[src/rtl/change_dispenser.sv]
// Greedy coin-change dispenser: turns a change amount into timed 10/5/2/1 hopper eject pulses.
// Optional per-denomination stock tracking is enabled with `define COIN_INVENTORY_EN.
module change_dispenser #(
    parameter int WIDTH        = 7,
    parameter int PULSE_CYCLES = 2,
    parameter int GAP_CYCLES   = 1,
    parameter int INIT_COUNT   = 8
) (
    input  logic             i_clk,
    input  logic             i_rst,
    input  logic             i_start,
    input  logic [WIDTH-1:0] i_amount,
    input  logic             i_reload,
    output logic             o_busy,
    output logic             o_done,
    output logic             o_eject10,
    output logic             o_eject5,
    output logic             o_eject2,
    output logic             o_eject1,
    output logic [WIDTH-1:0] o_remaining,
    output logic [3:0]       o_coin_count,
    output logic             o_short
);
    localparam int TMAX = (PULSE_CYCLES > GAP_CYCLES) ? PULSE_CYCLES : GAP_CYCLES;
    localparam int TW   = (TMAX < 2) ? 1 : $clog2(TMAX);

    typedef enum logic [2:0] {S_IDLE, S_SELECT, S_PULSE, S_GAP, S_DONE} state_t;

    state_t           r_state, w_next;
    logic [WIDTH-1:0] r_rem;
    logic [3:0]       r_cnt;
    logic [3:0]       r_sel;      // one-hot {10,5,2,1} of the coin being ejected
    logic [TW-1:0]    r_tmr;
    logic [3:0]       w_ok;
    logic [3:0]       w_pick;
    logic [WIDTH-1:0] w_val;
    logic             w_none;
    logic             w_take;
    logic             w_pulse_end;
    logic             w_gap_end;

`ifdef COIN_INVENTORY_EN
    logic [3:0] r_stock [4];
    logic       r_short;
`else
    logic       w_unused_reload;
    assign w_unused_reload = i_reload;
`endif

    always_comb begin
        w_ok[3] = (r_rem >= WIDTH'(10));
        w_ok[2] = (r_rem >= WIDTH'(5));
        w_ok[1] = (r_rem >= WIDTH'(2));
        w_ok[0] = (r_rem >= WIDTH'(1));
`ifdef COIN_INVENTORY_EN
        for (int i = 0; i < 4; i++)
            if (r_stock[i] == 4'd0) w_ok[i] = 1'b0;
`endif
    end

    always_comb begin
        w_pick = 4'b0000;
        w_val  = '0;
        if (w_ok[3])      begin w_pick = 4'b1000; w_val = WIDTH'(10); end
        else if (w_ok[2]) begin w_pick = 4'b0100; w_val = WIDTH'(5);  end
        else if (w_ok[1]) begin w_pick = 4'b0010; w_val = WIDTH'(2);  end
        else if (w_ok[0]) begin w_pick = 4'b0001; w_val = WIDTH'(1);  end
    end

    assign w_none      = (w_pick == 4'b0000);
    assign w_take      = (r_state == S_SELECT) && (r_rem != '0) && !w_none;
    assign w_pulse_end = (r_tmr == TW'(PULSE_CYCLES - 1));
    assign w_gap_end   = (r_tmr == TW'(GAP_CYCLES - 1));

    always_ff @(posedge i_clk) begin
        if (i_rst) r_state <= S_IDLE;
        else       r_state <= w_next;
    end

    always_comb begin
        w_next = r_state;
        case (r_state)
            S_IDLE:   if (i_start) w_next = S_SELECT;
            S_SELECT: w_next = w_take ? S_PULSE : S_DONE;
            S_PULSE:  if (w_pulse_end) w_next = S_GAP;
            S_GAP:    if (w_gap_end) w_next = S_SELECT;
            S_DONE:   w_next = S_IDLE;
            default:  w_next = S_IDLE;
        endcase
    end

    always_ff @(posedge i_clk) begin
        if (i_rst) begin
            r_rem <= '0;
            r_cnt <= '0;
            r_sel <= '0;
            r_tmr <= '0;
        end else begin
            case (r_state)
                S_IDLE: if (i_start) begin
                    r_rem <= i_amount;
                    r_cnt <= '0;
                end
                S_SELECT: begin
                    r_tmr <= '0;
                    if (w_take) begin
                        r_sel <= w_pick;
                        r_rem <= r_rem - w_val;
                        if (r_cnt != 4'd15) r_cnt <= r_cnt + 4'd1;
                    end
                end
                S_PULSE: r_tmr <= w_pulse_end ? '0 : r_tmr + TW'(1);
                S_GAP:   r_tmr <= w_gap_end   ? '0 : r_tmr + TW'(1);
                default: ;
            endcase
        end
    end

`ifdef COIN_INVENTORY_EN
    always_ff @(posedge i_clk) begin
        if (i_rst || (r_state == S_IDLE && i_reload)) begin
            for (int i = 0; i < 4; i++) r_stock[i] <= 4'(INIT_COUNT);
        end else if (w_take) begin
            for (int i = 0; i < 4; i++)
                if (w_pick[i]) r_stock[i] <= r_stock[i] - 4'd1;
        end
    end

    // short flags a job that ran out of usable coins with value still owed
    always_ff @(posedge i_clk) begin
        if (i_rst)                               r_short <= 1'b0;
        else if (r_state == S_IDLE && i_start)   r_short <= 1'b0;
        else if (r_state == S_SELECT && r_rem != '0 && w_none) r_short <= 1'b1;
    end
    assign o_short = r_short;
`else
    assign o_short = 1'b0;
`endif

    assign o_busy       = (r_state == S_SELECT) || (r_state == S_PULSE) || (r_state == S_GAP);
    assign o_done       = (r_state == S_DONE);
    assign o_eject10    = (r_state == S_PULSE) && r_sel[3];
    assign o_eject5     = (r_state == S_PULSE) && r_sel[2];
    assign o_eject2     = (r_state == S_PULSE) && r_sel[1];
    assign o_eject1     = (r_state == S_PULSE) && r_sel[0];
    assign o_remaining  = r_rem;
    assign o_coin_count = r_cnt;
endmodule
[config.mk]
export PLATFORM = sky130hd
export DESIGN_NAME = change_dispenser
export DESIGN_NICKNAME = d
export VERILOG_FILES = /design/src/rtl/change_dispenser.sv
export SDC_FILE = /design/constraint.sdc
export NUM_CORES = 1
export LEC_CHECK = 0
export CAP_MARGIN = 5
export CORE_UTILIZATION = 25
export DETAILED_ROUTE_END_ITERATION = 16
export PLACE_DENSITY_LB_ADDON = 0.12
export SYNTH_ARGS = -nofsm -noshare
export SYNTH_HDL_FRONTEND = slang
export SYNTH_SLANG_ARGS = --single-unit
[constraint.sdc]
create_clock -name i_clk -period 2.2 [get_ports i_clk]
set_input_delay 0.44 -clock i_clk [delete_from_list [all_inputs] [get_ports i_clk]]
set_output_delay 0.44 -clock i_clk [all_outputs]
set_load 0.02 [all_outputs]
==> flow_summary_export.csv <==
group,metric,value,unit
status,status,"finished, violations left",
status,violations,"negative setup slack",
clock_network,clkSinkCount,19,
critical_path,worst-r2r-setup-slack,-0.08,ns
logic_synthesis,synthSimpleGateAreaFrac,0.271,
routing,ant_nets,0,
global_routing,grtUsageMet3,0.0384,
global_routing,grt_overflow,0,
global_routing,use_met2,0.248,
placed_design,numPortBuffers,26,
logic_synthesis,synth.most_common_cell,"nor2_1",
floorplanning,die_x,73.3,um
finish,fillers,483,
routing,vias_per_cell,4.77,
sta,fin_worst_skew,0.00456,ns
sta,clock.fmax,439,MHz
sta,fin_tns_setup,-0.150,ns
routing,drc,0,
logic_synthesis,netlist_area,1270,um^2
routing,routed_wl,3490,um
logic_synthesis,synthFlopType,"dfxtp_1",
sta,slew_violations,0,
critical_path,end_kind,"flop",
global_routing,antenna_found_initial,0,
logic_synthesis,ys_ff_latch,19,
critical_path,critPathBufInv,1,
clock_network,clock-root-buffer,"clkbuf_8",
routing,drt_pass1_iterations,4,
clock_network,cts_buffer_depth,2,
logic_synthesis,synthCells,152,
logic_synthesis,synth_top_area_share,0.299,
floorplanning,floorplan.initialDensity,0.264,
global_routing,gr-max-usage-layer,"met2",
floorplanning,die_height,73.3,um
logic_synthesis,synth_common_cells,"26 x nor2_1, 19 x dfxtp_1, 12 x a21oi_1",
critical_path,cpPeakStageDelay,0.56,ns
global_routing,track_usage,0.140,
logic_synthesis,synth_area_leaders,"dfxtp_1 30%, nor2_1 7.7%, ha_1 4.9%, a21oi_1 4.7%, mux2i_1 3.1%",
hold_path,hp-start,"r_sel[2]",
logic_synthesis,ys_async_sr_fraction,0,
critical_path,cp_slowest_cell,"or4_4",
power_and_ir_drop,peakVddDrop,343,uV
placed_design,place_ws,-0.129,ns
placed_design,hpwl,2640,um
hold_path,hold_end,"r_sel[2]",
sta,timing.final.crit_share,1.04,
power_and_ir_drop,p_leak,0.766,nW
finish,antennaDiodeCount,0,
routing,wl_per_cell,12.9,um
sta,hold_violations,0,
clock_network,htree_num_levels,1,
critical_path,required,2.33,ns
logic_synthesis,synth_top_family_by_area,"simple AND/OR/NAND/NOR gates",
global_routing,grt_max_degree,17,
flow_run,maxCapViolCount,0,
clock_network,clk_latency,0.26,ns
logic_synthesis,ys_warn_count,0,
logic_synthesis,synth_cell_types,54,
sta,setup_viol,4,
logic_synthesis,synthXorXnorAreaFrac,0.0138,
hold_path,hold_path_depth,2,
logic_synthesis,yosysSeqAreaShare,0.299,
hold_path,hold_path_class,"reg -> reg",
clock_network,clkTransAtPathRegs,0.07,ns
critical_path,r2r_end,"o_remaining[5]",
global_routing,grt_first_pass_wirelength,5840,um
critical_path,arrival,2.41,ns
logic_synthesis,synth_fp_nets,169,
clock_network,cts_tree,"yes",
critical_path,crit_fanout,4,
critical_path,ff2ff_path_depth,8,
logic_synthesis,synth_top_area_cell,"dfxtp_1",
finish,nets,221,
logic_synthesis,synth_compound_area_frac,0.265,
sta,fin_ws,-0.0797,ns
floorplanning,core_area,4820,um^2
routing,detailroute.via_count,1287,
clock_network,cts_buffers,3,
critical_path,worstSetupPathType,"reg -> reg",
placed_design,place.gp.congestion,0.727,
sta,rsz0062_at_grt,"yes",
routing,drt_iter0_drc,32,
sta,layout_min_cycle_time,2.28,ns
finish,drive_gt1_frac,0.340,
global_routing,use_met1,0.165,
logic_synthesis,synthAdderAreaFrac,0.0649,
global_routing,grt_pass1_vias,1304,
critical_path,path_cells,"or4_4, o21ai_4, inv_2, ha_4, nor2b_4, o31a_1, o311ai_1, a31oi_1",
floorplanning,num_rows,25,
logic_synthesis,synth_mux_area_frac,0.0315,
logic_synthesis,avgSynthCellArea,8.37,um^2
critical_path,r2r_start,"o_remaining[4]",
logic_synthesis,synth_edf_count,0,
finish,area_delta_synth_final,54.3,%
power_and_ir_drop,power.density,848,nW/um^2
critical_path,start_kind,"flop",
floorplanning,die_area,5380,um^2
floorplanning,io_pins,29,
critical_path,critical-path-top-delay-family,"compound AO/OA/AOI/OAI gates",
[tightest hold or removal path, stage by stage, from the launching register on]
cell     delay, ns
dfxtp_1       0.31
o21ai_0       0.07
a21oi_1       0.06
[per-stage QoR]
| step | instances | cell area, um^2 | utilization | total power, W | hold WS, ns |
|---|---|---|---|---|---|
| 2_1_floorplan | 152 | 1340 | - | 0.00101 | 0.444 |
| 3_3_place_gp | 263 | 1840 | 0.382 | 0.00131 | 0.472 |
| 4_1_cts | 270 | 1930 | 0.402 | 0.00165 | 0.482 |
| 3_5_place_dp | 263 | 1840 | 0.382 | 0.00132 | 0.470 |
| 5_1_grt | 270 | 1960 | 0.408 | 0.00180 | 0.497 |
| 6_report | 270 | 1960 | 0.408 | 0.00166 | 0.485 |
[worst max path at each step]
stage,start,endpoint,slack (ns),depth (start not counted)
6_report,o_remaining[4],o_remaining[5],-0.08,8
5_1_grt,o_remaining[4],o_remaining[5],-0.25,9
4_1_cts,o_remaining[5],o_remaining[5],-0.11,8
3_5_place_dp,o_remaining[5],o_remaining[4],-0.13,9
3_3_place_gp,o_remaining[5],o_remaining[4],-0.10,9
2_1_floorplan,o_remaining[5],o_remaining[5],-0.06,8
[where the power goes]
group / leakage (nW) / internal (W) / switching (W)
sequential: 0.158 / 0.000387 / 0.0000461
clock: 0.0255 / 0.000126 / 0.000121
combinational: 0.583 / 0.000500 / 0.000484
[area by class of cell]
class | instances | area (um^2) | share of cell area
Timing Repair Buffer | 55 | 478 | 0.243
Clock inverter | 1 | 5.00 | 0.00255
Multi-Input combinational cell | 119 | 942 | 0.480
Inverter | 6 | 22.5 | 0.0115
Tap cell | 67 | 83.8 | 0.0427
Clock buffer | 3 | 41.3 | 0.0210
Sequential cell | 19 | 390 | 0.199
[layout by cell type, fill, tap and decap left out, types with 3 or more instances in the layout]
master           synthesis  final
dfxtp_1                 19     13
and3_1                   4      4
clkbuf_8                 0      3
mux2i_1                  4      4
ha_1                     5      3
buf_4                    1     29
a21oi_1                 12     10
dfxtp_2                  0      5
a211oi_2                 2      3
nand2_1                  3      3
and2_1                   4      4
nor2_1                  26     25
clkdlybuf4s50_1          0     26
nor3_1                   4      3
inv_1                    6      5
o21ai_0                  7      4
[routing by layer]
layer | up-vias | part of all wire | wire length [um]
met5 | - | 0 | 0
met2 | 23 | 0.50 | 1750
met3 | 2 | 0.044 | 152
met1 | 608 | 0.45 | 1570
met4 | 0 | 0.0072 | 25
li1 | 654 | - | -
[cell families after synthesis]
family                     count (synthesis)
AOI/OAI and AO/OA                         43
xor gates and xnor gates                   2
adders and majority gates                  6
buffers and inverters                     14
DFF                                       19
muxes                                      4
other                                      1
and+or+nand+nor                           63
[sequential cells by signal, summed over array words and instances, names as in the netlist]
name	flops
o_remaining	7
o_coin_count	4
r_sel	4
r_state	3
r_tmr	1
[timing repair]
action	CTS	global route
endpoints found under the setup margin	5	11
pin swaps	3	11
hold buffers	0	0
resized for setup	7	7
setup buffers	3	0
(Power assumes the default switching activity.)
